--- config.mk ---
export PLATFORM = sky130hd
export DESIGN_NAME = sram_arbiter
export DESIGN_NICKNAME = d
export VERILOG_FILES = /design/src/rtl/sram_arbiter.sv
export SDC_FILE = /design/constraint.sdc
export NUM_CORES = 1
export LEC_CHECK = 0
export CAP_MARGIN = 20
export CORE_MARGIN = 3
export CORE_UTILIZATION = 27
export CTS_CLUSTER_SIZE = 40
export DETAILED_ROUTE_END_ITERATION = 8
export GPL_TIMING_DRIVEN = 0
export PLACE_DENSITY = 0.8
export SETUP_SLACK_MARGIN = 0.02
export SLEW_MARGIN = 20
export SYNTH_ARGS = -nofsm -noshare
export SYNTH_HDL_FRONTEND = slang
export SYNTH_SLANG_ARGS = --single-unit
--- constraint.sdc ---
create_clock -name i_clk -period 1.25 [get_ports i_clk]
set_input_delay 0.25 -clock i_clk [delete_from_list [all_inputs] [get_ports i_clk]]
set_output_delay 0.25 -clock i_clk [all_outputs]
set_load 0.02 [all_outputs]
--- src/rtl/sram_arbiter.sv ---
// Round-robin arbiter sharing one sram controller between N_PORTS requesters.
// Tags each issued read so returned words are steered back to the issuing port.
module sram_arbiter #(
    parameter int unsigned N_PORTS      = 2,
    parameter int unsigned ADDR_W       = 18,
    parameter int unsigned DATA_W       = 16,
    parameter int unsigned READ_LATENCY = 4
) (
    input  logic                       i_clk,
    input  logic                       i_reset_n,
    input  logic [N_PORTS-1:0]         i_req,
    input  logic [N_PORTS-1:0]         i_rnw,
    input  logic [N_PORTS*ADDR_W-1:0]  i_addr,
    input  logic [N_PORTS*DATA_W-1:0]  i_wdata,
    output logic [N_PORTS-1:0]         o_ack,
    output logic [DATA_W-1:0]          o_rdata,
    output logic [N_PORTS-1:0]         o_rvalid,
    output logic                       o_error,
    output logic                       o_mem_start,
    output logic                       o_mem_rnw,
    output logic [ADDR_W-1:0]          o_mem_addr,
    output logic [DATA_W-1:0]          o_mem_wdata,
    input  logic                       i_mem_busy,
    input  logic                       i_mem_rdata_valid,
    input  logic [DATA_W-1:0]          i_mem_rdata
);

    localparam int unsigned PtrW = (N_PORTS > 1) ? $clog2(N_PORTS) : 1;

    logic [PtrW-1:0]                      r_last;
    logic [READ_LATENCY-1:0]              r_tag_vld;
    logic [READ_LATENCY-1:0][PtrW-1:0]    r_tag_port;
    logic [DATA_W-1:0]                    r_rdata;
    logic [N_PORTS-1:0]                   r_rvalid;
    logic                                 r_error;

    logic [N_PORTS-1:0]                   w_mask;
    logic [N_PORTS-1:0]                   w_req_hi;
    logic [PtrW-1:0]                      w_gnt_idx;
    logic                                 w_grant;
    logic                                 w_tail_vld;
    logic                                 w_ret;

    // Ports above last take priority; lowest such requester wins, else lowest overall.
    always_comb begin
        w_mask = '0;
        for (int p = 0; p < N_PORTS; p++) begin
            if (p > int'(r_last)) begin
                w_mask[p] = 1'b1;
            end
        end
        w_req_hi  = i_req & w_mask;
        w_gnt_idx = '0;
        for (int p = N_PORTS - 1; p >= 0; p--) begin
            if (i_req[p]) begin
                w_gnt_idx = PtrW'(p);
            end
        end
        for (int p = N_PORTS - 1; p >= 0; p--) begin
            if (w_req_hi[p]) begin
                w_gnt_idx = PtrW'(p);
            end
        end
    end

    assign w_grant = !i_mem_busy && (|i_req);

    always_comb begin
        o_ack       = '0;
        o_mem_start = 1'b0;
        o_mem_rnw   = 1'b0;
        o_mem_addr  = '0;
        o_mem_wdata = '0;
        if (w_grant) begin
            o_ack       = N_PORTS'(1) << w_gnt_idx;
            o_mem_start = 1'b1;
            o_mem_rnw   = i_rnw[w_gnt_idx];
            o_mem_addr  = i_addr[int'(w_gnt_idx)*ADDR_W +: ADDR_W];
            o_mem_wdata = i_wdata[int'(w_gnt_idx)*DATA_W +: DATA_W];
        end
    end

    always_ff @(posedge i_clk or negedge i_reset_n) begin
        if (!i_reset_n) begin
            r_last <= PtrW'(N_PORTS - 1);
        end else if (w_grant) begin
            r_last <= w_gnt_idx;
        end
    end

    // Tag pipeline: tail stage lines up with the controller's read data.
    always_ff @(posedge i_clk or negedge i_reset_n) begin
        if (!i_reset_n) begin
            r_tag_vld  <= '0;
            r_tag_port <= '0;
        end else begin
            r_tag_vld[0]  <= o_mem_start & o_mem_rnw;
            r_tag_port[0] <= w_gnt_idx;
            for (int k = 1; k < READ_LATENCY; k++) begin
                r_tag_vld[k]  <= r_tag_vld[k-1];
                r_tag_port[k] <= r_tag_port[k-1];
            end
        end
    end

    assign w_tail_vld = r_tag_vld[READ_LATENCY-1];
    assign w_ret      = i_mem_rdata_valid && w_tail_vld;

    always_ff @(posedge i_clk or negedge i_reset_n) begin
        if (!i_reset_n) begin
            r_rdata  <= '0;
            r_rvalid <= '0;
            r_error  <= 1'b0;
        end else begin
            r_rvalid <= w_ret ? (N_PORTS'(1) << r_tag_port[READ_LATENCY-1]) : '0;
            if (w_ret) begin
                r_rdata <= i_mem_rdata;
            end
            // Data without a tag, or a tag without data, is unrecoverable.
            if (i_mem_rdata_valid != w_tail_vld) begin
                r_error <= 1'b1;
            end
        end
    end

    assign o_rdata  = r_rdata;
    assign o_rvalid = r_rvalid;
    assign o_error  = r_error;

endmodule

==> metrics.md, run 1 <==
| Metric | Value |
|---|---|
| Max VDD drop | `0.468 mV` |
| Pwr/cell area | `952 nW/um^2` |
| Top cells by count, synth | `38 x nor2_1, 35 x a32oi_1, 27 x dfrtp_1` |
| GRT overflow | `0` |
| CP top delay family | `flip-flops` |
| Final hold viol count | `0` |
| EDFF count, synth | `0` |
| Placed insts | `362` |
| Final setup margin | `-0.647 ns` |
| Final #Nets | `400` |
| Non-filler cells, final | `376` |
| Worst Skew | `0.00255 ns` |
| Largest net degree at the start of global routing | `29` |
| Startpoint Class | `flip-flop` |
| Layout cells sized above 1 | `50.3%` |
| Synth unique cells | `18` |
| Top post-synthesis cells by area | `dfrtp_1 44%, a32oi_1 20%, mux2_2 12%` |
| Crit. End Element | `output pin` |
| Vias in the first global route | `1893` |
| DRT Pass-1 Iters | `2` |
| Die height | `81.6 um` |
| IO Pins | `149` |
| FFs w/ async S/R, synth | `100%` |
| Syn Nets | `238` |
| Overall routing resource usage | `17.0%` |
| Reg clk slew, reported paths | `0.09 ns` |
| Worst-skew pair later-pin latency | `0.27 ns` |
| Post-DRT Antenna Nets | `0` |
| Root buffer cell | `clkbuf_8` |
| Core area | `5300 um^2` |
| Yosys reg bits | `28` |
| Max Clk Rate | `527 MHz` |
| Avg WL per Cell | `15.9 um` |
| Final HPWL DP | `4.28 mm` |
| Endpoints failing setup | `38` |
| H-tree depth | `1` |
| Drt total wl | `5.98 mm` |
| Fin util | `68.0%` |
| CTS Buf Count | `3` |
| Synth Cell Area | `1540 um^2` |
| Post-Syn Instances | `145` |
| Row count | `26` |
| Slew @ Worst Pin | `0.746 ns` |
| Seq/Total Area, Yosys | `45.5%` |
| First-pass GRT wire length | `8.99 mm` |
| CP Data Arrival Time | `1.65 ns` |
| CTS tree | `yes` |
| Die area | `6660 um^2` |
| Worst path bufs/invs | `3` |
| Status | `finished, violations left` |
| Synth Flop Type | `dfrtp_1` |
| Req. time, crit path | `1.00 ns` |
| Placement Cell Area | `3200 um^2` |
| Routed vias/inst | `4.82` |
| Critical path type | `flip-flop to output pin` |
| Clk sinks | `28` |
| Most frequent cell after synthesis | `nor2_1` |
| Largest fanout on the critical path | `9` |
| Starting Density | `29.1%` |
| Drt drc | `0` |
| Syn Area/Cell | `10.6 um^2` |
| Synth area leader | `dfrtp_1` |
| Max-slew headroom | `50.3%` |
| Tcrit/Tclk final | `152%` |
| Fin area | `3600 um^2` |
| Area Overhead vs Synth | `134%` |
| Die Wd | `81.6 um` |
| Max clock buf depth | `2` |
| Fin crit period | `1.90 ns` |
| Worst Hold Class | `flip-flop to flip-flop` |
| Critical path's slowest cell | `dfstp_2` |
| RSZ-0062 raised after global routing | `yes` |
| Vias after detailed routing | `1814` |
| Failing checks | `negative setup slack` |
| P_leak | `0.00146 uW` |
| Crit path top cell by count | `buf_6` |
| Antenna violations before repair | `0` |
| Port Buffers | `147` |
| GPL Wtd Cong | `0.697` |
| Synthesis Warnings | `0` |
| CP cell instances | `nand2b_4 -> buf_12 -> buf_6 -> a32oi_1 -> nor2_2 -> buf_6` |
| Ant diodes | `0` |
| First-iteration detailed-routing DRC count | `23` |
| Delay of the slowest critical-path stage | `0.58 ns` |
| Number of max-cap violations | `0` |
| Top cell type's share of synthesized area | `43.8%` |
| Slew Viols, Final | `0` |
[sequential cells by signal (all words and copies together) (netlist names)]
name and cells:
o_error 1, o_rdata 16, o_rvalid 2, r_last 1, r_tag_port 4, r_tag_vld 4
[cell families (layout without fill, tap and decap cells)]
| family | Yosys count | in the layout | synth area share, % |
|---|---|---|---|
| flops | 28 | 28 | 45.5 |
| compound gates | 38 | 38 | 21.7 |
| mux | 16 | 16 | 11.7 |
| simple gates | 44 | 44 | 11.5 |
| fa+ha+maj | 1 | 1 | 0.811 |
| buf+inv | 18 | 179 | 8.76 |
[what timing repair did]
action / CTS / global route
gates cloned: 2 / 1
endpoints found under the setup margin: 73 / 75
hold buffers: 1 / 0
setup buffers: 15 / 2
pin swaps: 6 / 5
resized for setup: 297 / 37
endpoints found under the hold margin: 27 / 0
[final cells by class]
type / instances / area, um^2
Tap cell: 70 / 87.6
Fill cell: 390 / 1700
Buffer: 13 / 136
Timing Repair Buffer: 161 / 1640
Inverter: 1 / 3.75
Clock buffer: 4 / 45.0
Multi-Input combinational cell: 99 / 988
Sequential cell: 28 / 702
[stage by stage]
step                      total power (uW)  hold WS, ns  setup TNS, ns  worst slack [ns]
after floorplan                       1950      -0.0456          -6.70            -0.210
after global placement                2790        0.334         -59.50             -1.14
after detailed placement              2810        0.293         -49.40             -1.17
after CTS                             3440        0.355         -22.64            -0.630
after global routing                  3630        0.373         -24.85            -0.709
final                                 3430        0.361         -21.91            -0.647
[per-layer routing]
layer | routed length, um | track usage, %
met5 | 0 | 0
met4 | 59 | 3.65
met3 | 588 | 4.06
met2 | 3070 | 32.6
met1 | 2260 | 19.0
[worst paths after layout]
path	startpoint	end	slack, ns	cells after the start
max in group asynchronous	i_reset_n	r_tag_port[1]	0.34	2
worst min register to register	r_tag_port[1]	r_tag_port[2]	0.36	0
worst min-delay path	r_tag_port[1]	r_tag_port[2]	0.36	0
worst max register to register	r_last	r_tag_vld[0]	-0.04	5
min in group asynchronous	i_reset_n	o_rvalid[0]	0.52	2
worst max-delay path	r_last	o_mem_addr[9]	-0.65	6
[report_power, final]
part           leakage (uW)  total, uW  switching [uW]  internal (uW)
logic               0.00110       1780             824            957
clock network     0.0000228        487             259            228
registers          0.000339       1170            83.5           1080
[cell usage in the layout (no fill, tap or decap)]
master	instances
clkdlybuf4s50_1	86
buf_6	45
nor2_2	35
dfrtp_1	27
a32oi_2	17
a32oi_1	17
mux2_2	13
clkbuf_2	12
clkdlybuf4s15_1	8
buf_4	6
buf_12	5
clkbuf_1	4
buf_8	3
mux2_4	3
clkbuf_8	3
nor2_1	2
o21ai_0	2
dlygate4sd2_1	2
nand2b_4	1
a21boi_4	1
a32oi_4	1
nor2b_1	1
nand2_2	1
nor2_4	1
and2_1	1
nor2b_4	1
inv_1	1
or2_2	1
ha_4	1
clkbuf_16	1
dlygate4sd3_1	1
clkdlybuf4s15_2	1
buf_2	1
dfstp_2	1
No activity file was read; power rests on OpenSTA's default activity.
==> run 2: changes to the inputs <==
--- a/config.mk
+++ b/config.mk
@@ -12,6 +12,8 @@
 export DETAILED_ROUTE_END_ITERATION = 8
 export GPL_TIMING_DRIVEN = 0
 export PLACE_DENSITY = 0.8
+export RECOVER_POWER = 50
+export REMOVE_ABC_BUFFERS = 1
 export SETUP_SLACK_MARGIN = 0.02
 export SLEW_MARGIN = 20
 export SYNTH_ARGS = -nofsm -noshare
==> run 2 against run 1 <==
  * Critical path type unchanged
  * Critical endpoint is now o_mem_addr[7]
  * The flow still finishes with violations (negative setup slack)
  * Count of clock-buffer cells in the layout did not move
  * Routed wire length rose by 5.0%
  * Utilization fell by 7.8 points
  * Sequential share of layout area rose by 2.5 points
==> metrics.md, run 2 (synthesis gave the netlist of run 1 again) <==
| Metric | Value |
|---|---|
| Status | `finished, violations left` |
| Failing checks | `negative setup slack` |
| Largest net degree at the start of global routing | `41` |
| CTS tree | `yes` |
| CP Data Arrival Time | `1.60 ns` |
| Max-slew headroom | `55.5%` |
| P_leak | `0.00141 uW` |
| Die area | `6660 um^2` |
| IO Pins | `149` |
| Startpoint Class | `flip-flop` |
| Final hold viol count | `0` |
| CTS Buf Count | `3` |
| Port Buffers | `148` |
| Slew @ Worst Pin | `0.667 ns` |
| Number of max-cap violations | `0` |
| Core area | `5300 um^2` |
| Die Wd | `81.6 um` |
| Hold Worst Slack | `0.323 ns` |
| Vias in the first global route | `1885` |
| FILL cells | `457` |
| Vias after detailed routing | `1847` |
| Starting Density | `29.1%` |
| Layout cells sized above 1 | `33.8%` |
| Commonest non-fill, non-tap cell in the layout | `clkdlybuf4s50_1` |
| Max clock buf depth | `2` |
| Max Clk Rate | `542 MHz` |
| Drt drc | `0` |
| Crit. End Element | `output pin` |
| Final setup margin | `-0.596 ns` |
| Fin crit period | `1.85 ns` |
| Ant diodes | `0` |
| Hold depth | `3` |
| Worst Skew | `0.00335 ns` |
| Clk sinks | `28` |
| H-tree depth | `1` |
| Slew Viols, Final | `0` |
| Worst-skew pair later-pin latency | `0.26 ns` |
| Total power | `3310 uW` |
| Antenna violations before repair | `0` |
| Worst Hold Class | `primary input to flip-flop` |
| Most frequent cells in the layout | `86 x clkdlybuf4s50_1, 38 x nor2_1, 31 x a32oi_1, 31 x buf_4, 27 x dfrtp_1` |
| First-pass GRT wire length | `9.07 mm` |
| Post-DRT Antenna Nets | `0` |
| Fin area | `3190 um^2` |
| Row count | `26` |
| Avg WL per Cell | `16.7 um` |
| Overall routing resource usage | `17.8%` |
| Final #Nets | `399` |
| GRT overflow | `0` |
| Worst r2r path cells | `6` |
| Max reg flops | `16` |
| Setup TNS | `-20.73 ns` |
| Drt total wl | `6.27 mm` |
| DRT Pass-1 Iters | `4` |
| Req. time, crit path | `1.00 ns` |
| Reg clk slew, reported paths | `0.09 ns` |
| First-iteration detailed-routing DRC count | `34` |
| Routed vias/inst | `4.93` |
| Area Overhead vs Synth | `107%` |
| Root buffer cell | `clkbuf_8` |
| Largest fanout on the critical path | `5` |
| RSZ-0062 raised after global routing | `yes` |
| Placement Cell Area | `2970 um^2` |
| Tcrit/Tclk final | `148%` |
| Max VDD drop | `0.655 mV` |
| GPL Wtd Cong | `0.765` |
| Pwr/cell area | `1040 nW/um^2` |
| Critical path type | `flip-flop to output pin` |
| Endpoints failing setup | `45` |
| Die height | `81.6 um` |
## run 2: cell count changes in the layout (fill, tap and decap cells not counted), sizes merged
cell,previous run,this run
nand2b,1,7
buf,60,56
clkbuf,20,16
dlygate4sd2,2,0
a21boi,1,2
clkdlybuf4s15,9,10
dlymetal6s2s,0,1
## run 2: timing repair
action / in CTS / in global routing
hold buffers: 1 / 0
resized for setup: 220 / 38
hold endpoints to repair: 1 / 0
setup buffers: 18 / 1
setup endpoints to repair: 78 / 68
gates cloned: 7 / 2
pin swaps: 10 / 6
## run 2: critical path, cell delays in order, from the launching register on
cell      delay (ns)
dfstp_2         0.57
buf_6           0.12
buf_6           0.10
nand2b_4        0.15
a32oi_2         0.11
nor2_1          0.13
buf_4           0.15
## run 2: path summary, 6_finish.rpt
check                             startpoint       endpoint  slack (ns)
max                                   r_last  o_mem_addr[7]       -0.60
min in group asynchronous          i_reset_n     o_rdata[9]        0.54
max reg2reg                           r_last   r_tag_vld[0]       -0.14
min reg2reg                    r_tag_port[1]  r_tag_port[2]        0.36
max in group asynchronous          i_reset_n    o_rdata[12]        0.28
min                        i_mem_rdata_valid        o_error        0.32
## run 2: layout make-up
| type | count | area [um^2] | area share [%] |
|---|---|---|---|
| Sequential cell | 28 | 702 | 22.0 |
| Inverter | 1 | 3.75 | 0.118 |
| Tap cell | 70 | 87.6 | 2.74 |
| Timing Repair Buffer | 166 | 1500 | 47.1 |
| Multi-Input combinational cell | 106 | 840 | 26.3 |
| Clock buffer | 4 | 55.1 | 1.72 |
## run 2: layer usage
metal  part of all wire (%)  vias up  global-route usage (%)  wire length (um)
met5                      0        -                       0                 0
met4                   0.77        0                    3.99                48
met3                    9.7        4                    4.61               607
met2                     51      100                    35.1              3230
met1                     38      866                    18.6              2390
li1                       -      877                       -                 -
## run 2: metrics by stage
step,setup slack (ns),instances,utilization (%)
floorplan,-0.784,128,-
global placement,-2.48,346,56.2
detailed placement,-1.52,346,56.0
CTS,-0.595,372,59.7
global route,-0.677,375,60.2
finish,-0.596,375,60.2
## run 2: where the power goes
| part | switching (uW) | internal, uW | leakage, uW |
|---|---|---|---|
| logic | 770 | 847 | 0.00104 |
| registers | 83.3 | 1080 | 0.000339 |
| clock network | 245 | 281 | 0.0000288 |
==> run 3: changes to the inputs <==
--- a/config.mk
+++ b/config.mk
@@ -6,12 +6,14 @@
 export NUM_CORES = 1
 export LEC_CHECK = 0
 export CAP_MARGIN = 20
+export CORE_ASPECT_RATIO = 0.75
 export CORE_MARGIN = 3
-export CORE_UTILIZATION = 27
+export CORE_UTILIZATION = 50
 export CTS_CLUSTER_SIZE = 40
 export DETAILED_ROUTE_END_ITERATION = 8
+export DONT_BUFFER_PORTS = 1
 export GPL_TIMING_DRIVEN = 0
-export PLACE_DENSITY = 0.8
+export PLACE_DENSITY = 0.71
 export RECOVER_POWER = 50
 export REMOVE_ABC_BUFFERS = 1
 export SETUP_SLACK_MARGIN = 0.02
==> run 3 against run 2 <==
  * The run still ends with negative setup slack left
  * Die area shrank 43%
  * Count of clock-buffer cells in the layout is the same
  * Sequential power grew 20%
==> metrics.md, run 3 (synthesis gave the netlist of run 1 again) <==
| Metric | Value |
|---|---|
| Slew @ Worst Pin | `0.663 ns` |
| RSZ-0062 raised after global routing | `yes` |
| Max Clk Rate | `544 MHz` |
| Commonest non-fill, non-tap cell in the layout | `nor2_4` |
| GPL Wtd Cong | `0.704` |
| Max clock buf depth | `2` |
| Vias after detailed routing | `1403` |
| IO Pins | `149` |
| Drt drc | `0` |
| Largest fanout on the critical path | `19` |
| Fin crit period | `1.84 ns` |
| Reg clk slew, reported paths | `0.09 ns` |
| Tcrit/Tclk final | `147%` |
| HP Start | `i_mem_busy` |
| Die height | `54.1 um` |
| Die Wd | `70.1 um` |
| H-tree depth | `1` |
| Max-slew headroom | `55.8%` |
| Sequential Area | `702 um^2` |
| Port Buffers | `0` |
| Dpl ws | `-1.14 ns` |
| Final HPWL DP | `2.98 mm` |
| Row count | `16` |
| Failing checks | `negative setup slack` |
| Total power | `3080 uW` |
| Endpoints failing setup | `55` |
| Flop-to-flop setup slack | `-0.14 ns` |
| Slew Viols, Final | `0` |
| Final #Nets | `246` |
| First-pass GRT wire length | `7.36 mm` |
| First-iteration detailed-routing DRC count | `68` |
| Max reg flops | `16` |
| Die area | `3790 um^2` |
| FF-to-FF End | `r_tag_vld[0]` |
| GRT overflow | `0` |
| Most frequent cells in the layout | `31 x nor2_4, 27 x dfrtp_1, 20 x a32oi_4, 16 x mux2_2, 10 x a32oi_2` |
| Drt total wl | `6.59 mm` |
| DRT Pass-1 Iters | `4` |
| Ant diodes | `0` |
| CP Data Arrival Time | `1.59 ns` |
| Largest net degree at the start of global routing | `41` |
| Core area | `2760 um^2` |
| Number of max-cap violations | `0` |
| CTS tree | `yes` |
| Multi-input gate area | `1500 um^2` |
| Pwr/cell area | `1240 nW/um^2` |
| Startpoint Class | `flip-flop` |
| Starting Density | `55.8%` |
| Final hold viol count | `0` |
| Antenna violations before repair | `0` |
| CTS Buf Count | `3` |
| Reg2reg start | `r_last` |
| Worst r2r path cells | `5` |
| Vias in the first global route | `1333` |
| Overall routing resource usage | `25.9%` |
| Hold Path End | `r_last` |
| Layout cells sized above 1 | `73.7%` |
| Hold depth | `1` |
| Root buffer cell | `clkbuf_8` |
| Status | `finished, violations left` |
| Fin util | `90.3%` |
| Routed vias/inst | `7.46` |
| Req. time, crit path | `1.00 ns` |
| P_leak | `0.000793 uW` |
| Critical path type | `flip-flop to output pin` |
| Area Overhead vs Synth | `61.7%` |
| Max VDD drop | `1.02 mV` |
| Worst Hold Class | `primary input to flip-flop` |
| Worst Skew | `0.00710 ns` |
| Worst-skew pair later-pin latency | `0.27 ns` |
| Crit. End Element | `output pin` |
| Setup TNS | `-21.51 ns` |
| Avg WL per Cell | `35.0 um` |
| Final setup margin | `-0.589 ns` |
| Clk sinks | `28` |
| Post-DRT Antenna Nets | `0` |
| Hold Worst Slack | `0.0790 ns` |
| FILL cells | `87` |
-- run 3: worst max-delay path, stage by stage (launching register included) --
cell and delay, ns:
dfstp_2 0.59, buf_6 0.13, a21boi_4 0.06, buf_12 0.16
a32oi_2 0.27, nor2_4 0.09
-- run 3: stage by stage --
stage | std cells | instance area [um^2]
after floorplan | 128 | 1410
after global placement | 164 | 1460
after detailed placement | 164 | 1460
after CTS | 185 | 2230
after global routing | 188 | 2490
final | 188 | 2490
-- run 3: report_power, final --
| group | internal, uW | switching, uW |
|---|---|---|
| logic | 534 | 604 |
| registers | 1080 | 314 |
| clock network | 282 | 267 |
| total | 1900 | 1180 |
-- run 3: cell type report --
type                    count  area share (%)
repair buffers             15            7.57
inverters                   1           0.150
flip-flops and latches     28            28.1
multi-input cells         104            60.1
well taps                  36            1.81
clock buffers               4            2.21
-- run 3: worst max path at each step --
stage | startpoint | end | slack (ns)
after floorplan | r_last | o_mem_rnw | -0.78
after global placement | r_last | o_mem_rnw | -1.04
after detailed placement | r_last | o_mem_rnw | -1.14
after CTS | r_last | o_mem_wdata[9] | -0.53
after global routing | r_last | o_mem_wdata[9] | -0.63
final | r_last | o_mem_wdata[9] | -0.59
-- run 3: timing repair --
action,CTS,global route
endpoints found under the hold margin,28,0
setup endpoints to repair,58,38
cloned,6,2
setup buffers,9,1
pin swaps,19,23
gates resized for setup,103,38
hold buffers,2,0
-- run 3: metal layers --
layer  GRT usage (%)  vias to the layer above  routed length [um]
met2            45.1                      103                3580
met3            8.58                       22                 450
met1            30.6                      697                2270
li1                -                      581                   -
met4            9.55                        0                 294
met5               0                        -                   0
